File: src/rtl/conv_window_sched.sv
// Window scheduler for the KxK convolution datapath: raster-order window requests,
// credit-limited issue, and an in-order result FIFO with a valid/ready output.
module conv_window_sched #(
  parameter int KERNEL     = 3,
  parameter int AW         = 8,
  parameter int DW         = 11,
  parameter int LAT        = 1,
  parameter int FIFO_DEPTH = 4
) (
  input  logic          clk,
  input  logic          rst,
  input  logic          start,
  input  logic [AW-1:0] cfg_img_w,
  input  logic [AW-1:0] cfg_img_h,
  output logic          busy,
  output logic          done,
  output logic          cfg_err,
  output logic          win_req,
  output logic [AW-1:0] win_x,
  output logic [AW-1:0] win_y,
  input  logic          win_ack,
  output logic          conv_en_in,
  input  logic          conv_en_out,
  input  logic [DW-1:0] conv_d_out,
  output logic          res_valid,
  input  logic          res_ready,
  output logic [DW-1:0] res_data,
  output logic          res_last,
  output logic          proto_err,
  output logic [1:0]    state_dbg
);
  // Handshakes: a window transfers on win_req & win_ack; a result leaves the FIFO
  // on res_valid & res_ready. win_req never depends on win_ack, res_valid never on res_ready.

  localparam int PW = $clog2(FIFO_DEPTH);
  localparam int CW = PW + 1;
  localparam int IW = $clog2(LAT + 1) + 1;
  localparam logic [AW-1:0]   K_VAL  = AW'(KERNEL);
  localparam logic [AW-1:0]   K_M1   = AW'(KERNEL - 1);
  localparam logic [AW-1:0]   ONE    = AW'(1);
  localparam logic [2*AW-1:0] ONE2   = {{(2*AW-1){1'b0}}, 1'b1};
  localparam logic [CW-1:0]   FULL_C = CW'(FIFO_DEPTH);

  typedef enum logic [1:0] {S_IDLE, S_RUN, S_DRAIN, S_DONE} state_t;

  state_t          state, state_nxt;
  logic [AW-1:0]   ow, oh;
  logic [2*AW-1:0] total, push_count;
  logic [CW-1:0]   fifo_count;
  logic [PW-1:0]   rd_ptr, wr_ptr;
  logic [DW:0]     mem [FIFO_DEPTH];
  logic [DW:0]     head;
  logic [IW-1:0]   inflight;
  logic            dims_ok, start_ok, accept, row_end, last_win;
  logic            full, push, pop;

  assign dims_ok   = (cfg_img_w >= K_VAL) && (cfg_img_h >= K_VAL);
  assign start_ok  = (state == S_IDLE) && start && dims_ok;
  assign total     = {{AW{1'b0}}, ow} * {{AW{1'b0}}, oh};

  // Credits: FIFO slots already used plus results still inside the datapath.
  assign win_req    = (state == S_RUN) && ((32'(fifo_count) + 32'(inflight)) < 32'(FIFO_DEPTH));
  assign accept     = win_req && win_ack;
  assign conv_en_in = accept;
  assign row_end    = (win_x == ow - ONE);
  assign last_win   = row_end && (win_y == oh - ONE);

  assign full      = (fifo_count == FULL_C);
  assign res_valid = (fifo_count != '0);
  assign pop       = res_valid && res_ready;
  assign push      = conv_en_out && (!full || pop);
  assign head      = mem[rd_ptr];
  assign res_data  = res_valid ? head[DW-1:0] : '0;
  assign res_last  = res_valid && head[DW];

  assign busy      = (state == S_RUN) || (state == S_DRAIN);
  assign done      = (state == S_DONE);
  assign state_dbg = state;

  always_ff @(posedge clk) begin
    if (rst) state <= S_IDLE;
    else     state <= state_nxt;
  end

  always_comb begin
    state_nxt = state;
    case (state)
      S_IDLE:  if (start_ok) state_nxt = S_RUN;
      S_RUN:   if (accept && last_win) state_nxt = S_DRAIN;
      S_DRAIN: if (pop && head[DW]) state_nxt = S_DONE;
      S_DONE:  state_nxt = S_IDLE;
      default: state_nxt = S_IDLE;
    endcase
  end

  always_ff @(posedge clk) begin
    if (rst) begin
      cfg_err    <= 1'b0;
      proto_err  <= 1'b0;
      ow         <= '0;
      oh         <= '0;
      win_x      <= '0;
      win_y      <= '0;
      push_count <= '0;
      inflight   <= '0;
      fifo_count <= '0;
      rd_ptr     <= '0;
      wr_ptr     <= '0;
    end else begin
      cfg_err <= (state == S_IDLE) && start && !dims_ok;
      if (start_ok) begin
        ow         <= cfg_img_w - K_M1;
        oh         <= cfg_img_h - K_M1;
        win_x      <= '0;
        win_y      <= '0;
        push_count <= '0;
      end else if (accept) begin
        if (last_win) begin
          win_x <= '0;
          win_y <= '0;
        end else if (row_end) begin
          win_x <= '0;
          win_y <= win_y + ONE;
        end else begin
          win_x <= win_x + ONE;
        end
      end

      case ({accept, conv_en_out})
        2'b10:   inflight <= inflight + IW'(1);
        2'b01:   if (inflight != '0) inflight <= inflight - IW'(1);
        default: inflight <= inflight;
      endcase

      // Sticky: a result nobody asked for, or one with nowhere to go.
      if (conv_en_out && ((inflight == '0) || (full && !pop))) proto_err <= 1'b1;

      if (push) begin
        wr_ptr     <= wr_ptr + PW'(1);
        push_count <= push_count + ONE2;
      end
      if (pop) rd_ptr <= rd_ptr + PW'(1);

      case ({push, pop})
        2'b10:   fifo_count <= fifo_count + CW'(1);
        2'b01:   fifo_count <= fifo_count - CW'(1);
        default: fifo_count <= fifo_count;
      endcase
    end
  end

  always_ff @(posedge clk) begin
    if (push) mem[wr_ptr] <= {(push_count == total - ONE2), conv_d_out};
  end

endmodule

File: config.mk
export PLATFORM = sky130hd
export DESIGN_NAME = conv_window_sched
export DESIGN_NICKNAME = d
export VERILOG_FILES = /design/src/rtl/conv_window_sched.sv
export SDC_FILE = /design/constraint.sdc
export NUM_CORES = 1
export LEC_CHECK = 0
export BUFFER_PORTS_ARGS = -buffer_cell sky130_fd_sc_hd__buf_2
export CAP_MARGIN = 20
export CORE_MARGIN = 2
export CORE_UTILIZATION = 55
export CTS_BUF_LIST = sky130_fd_sc_hd__clkbuf_4 sky130_fd_sc_hd__clkbuf_8 sky130_fd_sc_hd__clkbuf_16
export DETAILED_ROUTE_END_ITERATION = 12
export PLACE_DENSITY = 0.72
export RECOVER_POWER = 50
export SLEW_MARGIN = 5
export SYNTH_ARGS = -nofsm -noshare
export SYNTH_HDL_FRONTEND = slang
export SYNTH_SLANG_ARGS = --single-unit
File: constraint.sdc
create_clock -name clk -period 7.6 [get_ports clk]
set_input_delay 0.76 -clock clk [delete_from_list [all_inputs] [get_ports clk]]
set_output_delay 0.76 -clock clk [all_outputs]
set_load 0.005 [all_outputs]
==> flow_metrics.py, run 1 <==
metrics = {
    "power": {
        "p_seq_share_pct": 27.7,
        "p_switching_w": 0.00126,
        "fin_total_pwr_w": 0.00297,
        "leakagePower_nw": 3.19,
        "vdd.ir_drop.worst_uv": 267,
        "power.share.clock_pct": 16.7,
        "pwr_density_cell_nw_per_um2": 350,
        "switching_share_pct": 42.3,
        "combPwrFrac_pct": 55.6,
        "p_int_w": 0.00172,
    },
    "synthesis": {
        "synth_area_leaders": "edfxtp_1 (18%), dfxtp_1 (16%), fa_1 (11%), ha_1 (8.8%), xnor2_1 (5.4%)",
        "syn_nets": 930,
        "synth.distinct_cells": 66,
        "ys_warn_count": 0,
        "synth_edf_count": 48,
        "ys_seq_area_share_pct": 34.5,
        "yosysTopAreaCell": "edfxtp_1",
        "synth_top_flop_cell": "dfxtp_1",
        "yosysMostFrequentCell": "nand2_1",
        "yosys.area.top_type_share_pct": 18.4,
        "synth-seq-cells": 111,
        "syn_inst": 800,
        "synthTopCellsByCount": "nand2_1 (80), nor2_1 (76), inv_1 (66)",
        "syn_avg_cell_area_um2": 9.78,
        "syn-cell-area_um2": 7830,
        "synthArstFlopShare_pct": 0,
    },
    "setup_path": {
        "ff2ff_path_depth": 14,
        "crit_slowest_cell": "dfxtp_1",
        "cp_common_cell": "fa_1",
        "crit_arrival_ns": 5.42,
        "r2r_start": "ow[2]",
        "worstSetupPathType": "reg2reg",
        "cp_max_fo": 15,
        "critPathMaxStageDelay_ns": 0.67,
        "startpoint_type": "register",
        "reg2reg_to": "mem[0][11]",
        "endpoint_kind": "register",
        "cp.required_ns": 7.68,
        "r2r_setup_slack_ns": 2.26,
        "path_cells": "nand2_1 -> fa_1 -> fa_1 -> fa_1 -> fa_1 -> inv_1 -> ha_1 -> o21a_1 -> o21a_1 -> nor2b_1 -> a211oi_1 -> o21ai_0 -> xnor2_1 -> nor4_1",
    },
    "clocking": {
        "cts_made_buffers": 9,
        "clkSlewWorstSetupHoldPaths_ns": 0.08,
        "cts_hold_buf": 0,
        "cts_tree": "yes",
        "clk_latency_ns": 0.36,
        "cts_resized": 0,
        "clockBufferDepth": 2,
        "cts.sinks": 111,
        "h-tree-depth": 3,
        "cts_root_buffer": "clkbuf_16",
        "cts_setup_buffers": 0,
    },
    "routing": {
        "dr_total_vias": 6034,
        "drc": 0,
        "wl_per_cell_um": 16.6,
        "post_drt_via_cell_ratio": 5.90,
        "drtIter0Drc": 390,
        "final_antenna_net_count": 0,
        "wirelength_um": 17000,
        "drt_pass1_iterations": 5,
    },
    "cells_and_area": {
        "area_growth_pct": 8.46,
        "final_cells": 1023,
        "fin_nets": 968,
        "final_area_um2": 8490,
        "diodes": 0,
        "drive_above_1_share_pct": 9.49,
    },
    "sta": {
        "finalHoldViolations": 0,
        "tns_ns": 0,
        "skew_ns": 0.00500,
        "drv_slew": 0,
        "post-route-period-util_pct": 70.2,
        "setup-violations-final": 0,
        "rsz0062_at_grt": "no",
        "max_freq_mhz": 187,
        "fin_crit_ns": 5.34,
        "timing.slew.headroom_pct": 34.5,
        "worst_slew_pin_slew_ns": 0.982,
    },
    "placed_design": {
        "port_buffers": 69,
        "placedCellCount": 1007,
        "dp_hpwl_um": 12700,
        "place_area_um2": 8220,
        "finalWeightedCongestion": 0.849,
    },
    "global_routing": {
        "grtUsageTotal_pct": 22.8,
        "grt_max_degree": 51,
        "grt_pass1_wl_um": 27000,
        "overflow": 0,
        "grt_pass1_vias": 5724,
        "antenna_found_initial": 0,
    },
    "job": {
        "cap_violations": 0,
    },
    "die": {
        "die-area_um2": 15200,
        "die_w_um": 123,
        "design.portCount": 70,
        "row_count": 43,
        "start_util_pct": 56.4,
        "core_area_um2": 13900,
        "die_h_um": 123,
    },
    "run_status": {
        "status": "complete, no violations",
    },
    "worst_hold_path": {
        "min_to": "proto_err",
        "hold_depth": 2,
        "hold_class": "reg2reg",
        "holdCritStartpoint": "proto_err",
    },
}
==> metal layers <==
metal | vias to the layer above | routed length [um] | part of all wire (%) | global-route usage [%]
met5 | - | 0 | 0 | 0
met3 | 28 | 1160 | 6.9 | 4.70
met4 | 0 | 309 | 1.8 | 8.10
met1 | 2955 | 7270 | 43 | 30.3
li1 | 2840 | - | - | -
met2 | 211 | 8240 | 49 | 37.0
==> power groups by stage <==
stage                     Combinational [W]  Clock (W)  Sequential, W
after detailed placement            0.00166          0       0.000836
after floorplan                     0.00138          0       0.000740
after global placement              0.00161          0       0.000827
after CTS                           0.00167   0.000507       0.000822
final                               0.00165   0.000497       0.000823
after global routing                0.00187   0.000526       0.000837
==> flip-flops by register name (all words and copies together) (netlist names), 3 cells and up, named ones only <==
signal      cells
win_x           8
fifo_count      3
oh              8
push_count     16
ow              8
win_y           8
mem            48
==> logic make-up after synthesis <==
family	share of synthesized area [%]
compound gates	10.5
xor+xnor	7.91
fa+ha+maj	19.5
buf+inv	5.53
flops	34.5
mux	3.96
simple gates	18.0
==> critical path: cells and delay by family, from the launching register on <==
family                   cells  cell delay (ns)
flip-flops                   1             0.67
XOR/XNOR                     1             0.15
AND/OR/NAND/NOR              3             0.84
buffers and inverters        1             0.04
adder cells (fa/ha/maj)      5             2.43
AO/OA/AOI/OAI                4             0.93
==> stage by stage <==
step | hold WS [ns] | setup WS, ns | util, %
finish | 0.522 | 2.26 | 61.2
CTS | 0.512 | 2.33 | 61.5
global placement | 0.476 | 2.52 | 59.2
global route | 0.529 | 1.82 | 61.2
detailed placement | 0.485 | 2.36 | 59.2
floorplan | 0.458 | 2.70 | -
==> worst max path at each step <==
stage	depth (start not counted)	slack [ns]	end	start
5_1_grt	15	1.82	mem[3][11]	oh[2]
6_report	14	2.26	mem[0][11]	ow[2]
2_1_floorplan	15	2.70	mem[0][11]	ow[2]
3_5_place_dp	16	2.36	mem[2][11]	oh[2]
3_3_place_gp	14	2.52	mem[0][11]	ow[2]
4_1_cts	14	2.33	mem[0][11]	ow[2]
==> cell type report <==
class | count | area, um^2
Fill cell | 1159 | 5390
Multi-Input combinational cell | 580 | 4680
Sequential cell | 111 | 2700
Timing Repair Buffer | 70 | 313
Inverter | 66 | 248
Clock buffer | 9 | 225
Tap cell | 180 | 225
Clock inverter | 7 | 90.1
==> cell usage in the layout (no fill, tap or decap), types with 3 or more instances in the layout <==
cell type,count
nand2_1,80
nor2_1,76
inv_1,66
dfxtp_1,63
ha_1,55
xnor2_1,48
edfxtp_1,48
fa_1,42
buf_2,37
clkbuf_1,32
o21ai_0,25
and2_1,23
a211oi_1,23
a21oi_1,22
xor2_1,19
nor3_1,16
and3_1,14
nand3_1,13
mux4_2,12
nand4_1,9
nand2b_1,9
clkbuf_16,9
a31oi_1,8
nor4_1,7
a311oi_1,7
o2bb2ai_2,6
o21a_1,4
nor2b_1,4
a22oi_1,4
mux2i_1,4
or3_1,3
a21o_1,3
nor4b_1,3
o21bai_1,3
or2_1,3
(Power assumes the default switching activity.)
==> run 2, diff against run 1 <==
--- a/config.mk
+++ b/config.mk
@@ -11,7 +11,7 @@
 export CORE_UTILIZATION = 55
 export CTS_BUF_LIST = sky130_fd_sc_hd__clkbuf_4 sky130_fd_sc_hd__clkbuf_8 sky130_fd_sc_hd__clkbuf_16
 export DETAILED_ROUTE_END_ITERATION = 12
-export PLACE_DENSITY = 0.72
+export PLACE_DENSITY = 0.75
 export RECOVER_POWER = 50
 export SLEW_MARGIN = 5
 export SYNTH_ARGS = -nofsm -noshare
==> constraint.sdc (replaced) <==
create_clock -name clk -period 4.3 [get_ports clk]
set_input_delay 0.43 -clock clk [delete_from_list [all_inputs] [get_ports clk]]
set_output_delay 0.43 -clock clk [all_outputs]
set_load 0.005 [all_outputs]
==> flow_metrics.py, run 2 (same netlist as run 1, synthesis figures left out) <==
metrics = {
    "setup_path": {
        "crit_slowest_cell": "fa_2",
        "r2r_start": "ow[2]",
        "critPathMaxStageDelay_ns": 0.53,
        "critical_path.startpoint": "ow[2]",
        "path_buf_inv": 3,
        "endpoint_kind": "register",
        "worstSetupPathType": "reg2reg",
        "r2r_setup_slack_ns": -0.12,
        "cp_common_cell": "fa_1",
        "crit_arrival_ns": 4.53,
        "startpoint_type": "register",
        "cp_max_fo": 5,
        "cp.required_ns": 4.41,
        "cpLargestDelayFamily": "adder cells",
        "path_cells": "buf_12 -> nand2_4 -> fa_2 -> fa_1 -> fa_1 -> fa_1 -> inv_2 -> ha_4 -> o21a_1 -> o21a_1 -> nor2b_4 -> a211oi_2 -> o21ai_1 -> xnor2_1 -> nor4_2 -> buf_4",
    },
    "global_routing": {
        "grtUsageTotal_pct": 24.6,
        "antenna_found_initial": 0,
        "grt_pass1_vias": 6062,
        "grt_pass1_wl_um": 29000,
        "overflow": 0,
        "grt_max_degree": 51,
    },
    "routing": {
        "wirelength_um": 18400,
        "drtIter0Drc": 332,
        "wl_per_cell_um": 17.1,
        "dr_total_vias": 6267,
        "post_drt_via_cell_ratio": 5.82,
        "drt_pass1_iterations": 5,
        "final_antenna_net_count": 0,
        "drc": 0,
    },
    "sta": {
        "timing.slew.headroom_pct": 34.4,
        "tns_ns": -0.458,
        "drv_slew": 0,
        "whs_ns": 0.315,
        "worst_slew_pin_slew_ns": 0.984,
        "worst_slack_ns": -0.117,
        "setup-violations-final": 4,
        "rsz0062_at_grt": "yes",
        "max_freq_mhz": 226,
        "fin_crit_ns": 4.42,
        "skew_ns": 0.0126,
        "post-route-period-util_pct": 103,
        "finalHoldViolations": 0,
    },
    "worst_hold_path": {
        "holdCritStartpoint": "cfg_img_w[1]",
        "hold_class": "in2reg",
    },
    "cells_and_area": {
        "reg_top3": "mem: 48 flops, push_count: 16 flops",
        "final_common_cell": "nor2_1",
        "multiInputGateArea_um2": 4940,
        "diodes": 0,
        "area_growth_pct": 17.8,
        "fin_nets": 1022,
        "fill_cells": 1055,
        "final_cell_mix": "nor2_1 (75), nand2_1 (70), inv_1 (60), buf_4 (51), ha_1 (50)",
        "final_area_um2": 9220,
        "regArea_um2": 2750,
        "drive_above_1_share_pct": 22.2,
        "largest_reg_flops": 48,
        "top_register": "mem",
    },
    "job": {
        "cap_violations": 0,
    },
    "placed_design": {
        "port_buffers": 69,
        "place_area_um2": 8630,
        "dp_hpwl_um": 13700,
        "finalWeightedCongestion": 0.879,
    },
    "clocking": {
        "clockBufferDepth": 2,
        "cts_root_buffer": "clkbuf_16",
        "h-tree-depth": 3,
        "cts_tree": "yes",
        "clkSlewWorstSetupHoldPaths_ns": 0.08,
        "cts_hold_buf": 0,
        "cts_made_buffers": 9,
        "cts.sinks": 111,
        "clk_latency_ns": 0.36,
    },
    "power": {
        "power.share.clock_pct": 13.1,
        "vdd.ir_drop.worst_uv": 530,
        "p_switching_w": 0.00273,
        "pwr_density_cell_nw_per_um2": 693,
        "switching_share_pct": 42.8,
        "p_int_w": 0.00366,
        "leakagePower_nw": 3.57,
        "combPwrFrac_pct": 64.7,
        "p_seq_share_pct": 22.2,
    },
    "die": {
        "die-area_um2": 15200,
        "design.portCount": 70,
        "die_h_um": 123,
        "die_w_um": 123,
        "core_area_um2": 13900,
        "start_util_pct": 56.4,
        "row_count": 43,
    },
    "run_status": {
        "status": "finished with violations",
        "failed_checks": "setup timing",
    },
}
run 2: cell types whose count changed in the layout (fill, tap and decap cells not counted), moves of 6 or more:
cell	previous run	this run
fa_1	42	35
buf_4	1	51
nand2_2	0	6
dfxtp_1	63	47
nand2_1	80	70
inv_1	66	60
dfxtp_4	0	12
fa_2	0	7
inv_2	0	6
run 2: repair_timing:
item                       in CTS  in global routing
setup endpoints to repair       4                  4
pin swaps                      27                 12
gates cloned                    0                  0
setup buffers                   8                  6
resized for setup              31                 38
run 2: path summary, 6_finish.rpt:
path / to / cells after the start
worst min register to register: push_count[15] / 1
worst max-delay path: mem[2][11] / 16
worst min-delay path: ow[1] / 2
worst max register to register: mem[2][11] / 16
run 2: cell type report:
cell class / count / area share (%)
tap: 180 / 2.44
inverter: 66 / 2.69
clock inverter: 6 / 0.652
sequential: 111 / 29.9
multi-input combinational: 580 / 53.6
timing repair buffer: 124 / 8.17
clock buffer: 10 / 2.59
run 2: worst reg2reg max path, delay by kind of cell, from the launching register on:
family | cells | cell delay [ns]
xor gates and xnor gates | 1 | 0.25
and+or+nand+nor | 3 | 0.23
buffers and inverters | 3 | 0.32
AOI/OAI and AO/OA | 4 | 0.77
DFF | 1 | 0.42
adders and majority gates | 5 | 2.16
run 2: power groups by stage:
stage | Sequential, W | Combinational, W | Clock [W]
floorplan | 0.00132 | 0.00264 | 0
global placement | 0.00141 | 0.00340 | 0
detailed placement | 0.00143 | 0.00354 | 0
CTS | 0.00141 | 0.00373 | 0.000844
global route | 0.00144 | 0.00452 | 0.000884
finish | 0.00142 | 0.00413 | 0.000834
run 2: stage by stage:
| stage | utilization, % | total power [W] | cells | setup WS, ns |
|---|---|---|---|---|
| detailed placement | 62.2 | 0.00496 | 1048 | -0.299 |
| global placement | 62.2 | 0.00481 | 1048 | -0.194 |
| floorplan | - | 0.00396 | 800 | 0.00544 |
| finish | 66.4 | 0.00639 | 1077 | -0.117 |
| global route | 66.4 | 0.00684 | 1077 | -0.310 |
| CTS | 65.4 | 0.00598 | 1071 | -0.0159 |
run 2: per-layer routing:
layer  global-route usage (%)  share of wire (%)  vias up
met3                     4.47                5.6       33
met1                     31.0                 41     3092
met2                     42.9                 52      195
li1                         -                  -     2947
met4                     7.17                2.0        0
met5                        0                  0        -
==> run 3, diff against run 2 <==
--- a/config.mk
+++ b/config.mk
@@ -11,7 +11,7 @@
 export CORE_UTILIZATION = 55
 export CTS_BUF_LIST = sky130_fd_sc_hd__clkbuf_4 sky130_fd_sc_hd__clkbuf_8 sky130_fd_sc_hd__clkbuf_16
 export DETAILED_ROUTE_END_ITERATION = 12
-export PLACE_DENSITY = 0.75
+export PLACE_DENSITY = 0.87
 export RECOVER_POWER = 50
 export SLEW_MARGIN = 5
 export SYNTH_ARGS = -nofsm -noshare
==> constraint.sdc (replaced) <==
create_clock -name clk -period 3.7 [get_ports clk]
set_input_delay 0.37 -clock clk [delete_from_list [all_inputs] [get_ports clk]]
set_output_delay 0.37 -clock clk [all_outputs]
set_load 0.005 [all_outputs]
==> flow_metrics.py, run 3 (same netlist as run 1, synthesis figures left out) <==
metrics = {
    "run_status": {
        "status": "finished with violations",
        "failed_checks": "setup timing",
    },
    "setup_path": {
        "r2r_start": "oh[5]",
        "crit_arrival_ns": 4.67,
        "cp.required_ns": 3.94,
        "worstSetupPathType": "reg2reg",
        "critical_path.startpoint": "oh[5]",
        "startpoint_type": "register",
        "ff2ff_path_depth": 17,
        "cp_max_fo": 6,
        "endpoint_kind": "register",
    },
    "cells_and_area": {
        "drive_above_1_share_pct": 19.6,
        "largest_reg_flops": 48,
        "fin_nets": 1023,
        "area_growth_pct": 16.9,
        "final_cell_mix": "nor2_1 (76), nand2_1 (76), inv_1 (62), ha_1 (51), buf_4 (51)",
        "reg_top3": "mem: 48 flops, push_count: 16 flops",
        "top_register": "mem",
        "diodes": 0,
    },
    "routing": {
        "final_antenna_net_count": 0,
        "drtIter0Drc": 468,
        "wl_per_cell_um": 18.4,
        "post_drt_via_cell_ratio": 5.94,
        "wirelength_um": 19800,
        "drc": 0,
        "dr_total_vias": 6405,
        "drt_pass1_iterations": 5,
    },
    "global_routing": {
        "grt.busiest_layer": "met2",
        "grt_use_met3_pct": 4.75,
        "antenna_found_initial": 0,
        "grtUsageTotal_pct": 27.3,
        "use_met2_pct": 47.1,
        "grt_max_degree": 50,
        "grt_pass1_vias": 6470,
        "gr-usage-met1_pct": 32.4,
        "grt_pass1_wl_um": 31900,
        "overflow": 0,
    },
    "sta": {
        "finalHoldViolations": 0,
        "skew_ns": 0.00625,
        "drv_slew": 0,
        "whs_ns": 0.247,
        "max_freq_mhz": 225,
        "setup-violations-final": 4,
        "worst_slew_pin_slew_ns": 0.946,
        "timing.slew.headroom_pct": 36.5,
        "worst_slack_ns": -0.736,
        "fin_crit_ns": 4.44,
        "rsz0062_at_grt": "yes",
        "post-route-period-util_pct": 120,
    },
    "job": {
        "cap_violations": 0,
    },
    "placed_design": {
        "pre_cts_ws_ns": -0.876,
        "finalWeightedCongestion": 0.898,
        "dp_hpwl_um": 13600,
        "port_buffers": 69,
    },
    "worst_hold_path": {
        "hold_depth": 1,
        "holdCritStartpoint": "conv_d_out[10]",
        "hold_class": "in2reg",
    },
    "clocking": {
        "cts_hold_buf": 0,
        "cts_tree": "yes",
        "cts_root_buffer": "clkbuf_16",
        "cts.sinks": 111,
        "clk_latency_ns": 0.36,
        "clockBufferDepth": 2,
        "cts_made_buffers": 9,
        "clkSlewWorstSetupHoldPaths_ns": 0.09,
        "h-tree-depth": 3,
    },
    "die": {
        "die-area_um2": 15200,
        "start_util_pct": 56.4,
        "die_h_um": 123,
        "die_w_um": 123,
        "row_count": 43,
        "core_area_um2": 13900,
        "design.portCount": 70,
    },
    "power": {
        "pwr_density_cell_nw_per_um2": 801,
        "leakagePower_nw": 3.54,
        "vdd.ir_drop.worst_uv": 543,
    },
}
## run 3: cell types whose count changed in the layout (fill, tap and decap cells not counted), sizes merged
cell,delta
inv,+2
buf,+2
clkbuf,-2
clkinv,-1
## run 3: through the flow
| stage | util [%] | std cells | power (W) | setup TNS (ns) | instance area (um^2) |
|---|---|---|---|---|---|
| floorplan | - | 800 | 0.00462 | -2.24 | 8040 |
| global placement | 62.5 | 1051 | 0.00567 | -2.92 | 8670 |
| detailed placement | 62.5 | 1051 | 0.00583 | -3.50 | 8670 |
| CTS | 65.9 | 1076 | 0.00712 | -3.28 | 9150 |
| global route | 65.9 | 1078 | 0.00783 | -3.43 | 9150 |
| finish | 65.9 | 1078 | 0.00733 | -2.94 | 9150 |
## run 3: cell type report
class	instances	area (um^2)
clock buffers	9	225
clock inverters	7	93.8
flip-flops and latches	111	2750
repair buffers	125	773
inverters	66	248
fillers	992	4730
multi-input cells	580	4830
well taps	180	225
## run 3: power by group
group	internal [W]	switching [W]	total [W]
Clock	0.000498	0.000543	0.00104
Combinational	0.00226	0.00239	0.00465
Sequential	0.00143	0.000203	0.00164
Total	0.00419	0.00314	0.00733
## run 3: path summary, 6_finish.rpt
check	endpoint	slack, ns
max	mem[0][11]	-0.74
min	mem[2][10]	0.25
max reg2reg	mem[0][11]	-0.74
min reg2reg	proto_err	0.48
## run 3: worst max-delay path, stage by stage, from the launching register on
cell and delay [ns]:
dfxtp_4 0.41, buf_6 0.12, buf_6 0.09, nand2_4 0.04, fa_1 0.46, fa_1 0.56, fa_1 0.43, fa_1 0.55
inv_2 0.06, ha_4 0.23, o21a_1 0.14, o21a_1 0.23, nor2b_4 0.13, a211oi_2 0.23, buf_4 0.16, xnor2_2 0.06
nor4_2 0.26, buf_4 0.16
## run 3: repair_timing
| item | 4_1_cts | 5_1_grt |
|---|---|---|
| pin swaps | 16 | 9 |
| setup endpoints to repair | 4 | 4 |
| setup buffers | 9 | 2 |
| gates resized for setup | 22 | 6 |
## run 3: per-layer routing
layer	routed length, um	share of wire (%)	up-vias
met2	9820	50	281
met5	0	0	-
met1	7830	40	3085
met4	1020	5.2	0
met3	1120	5.6	82
li1	-	-	2957
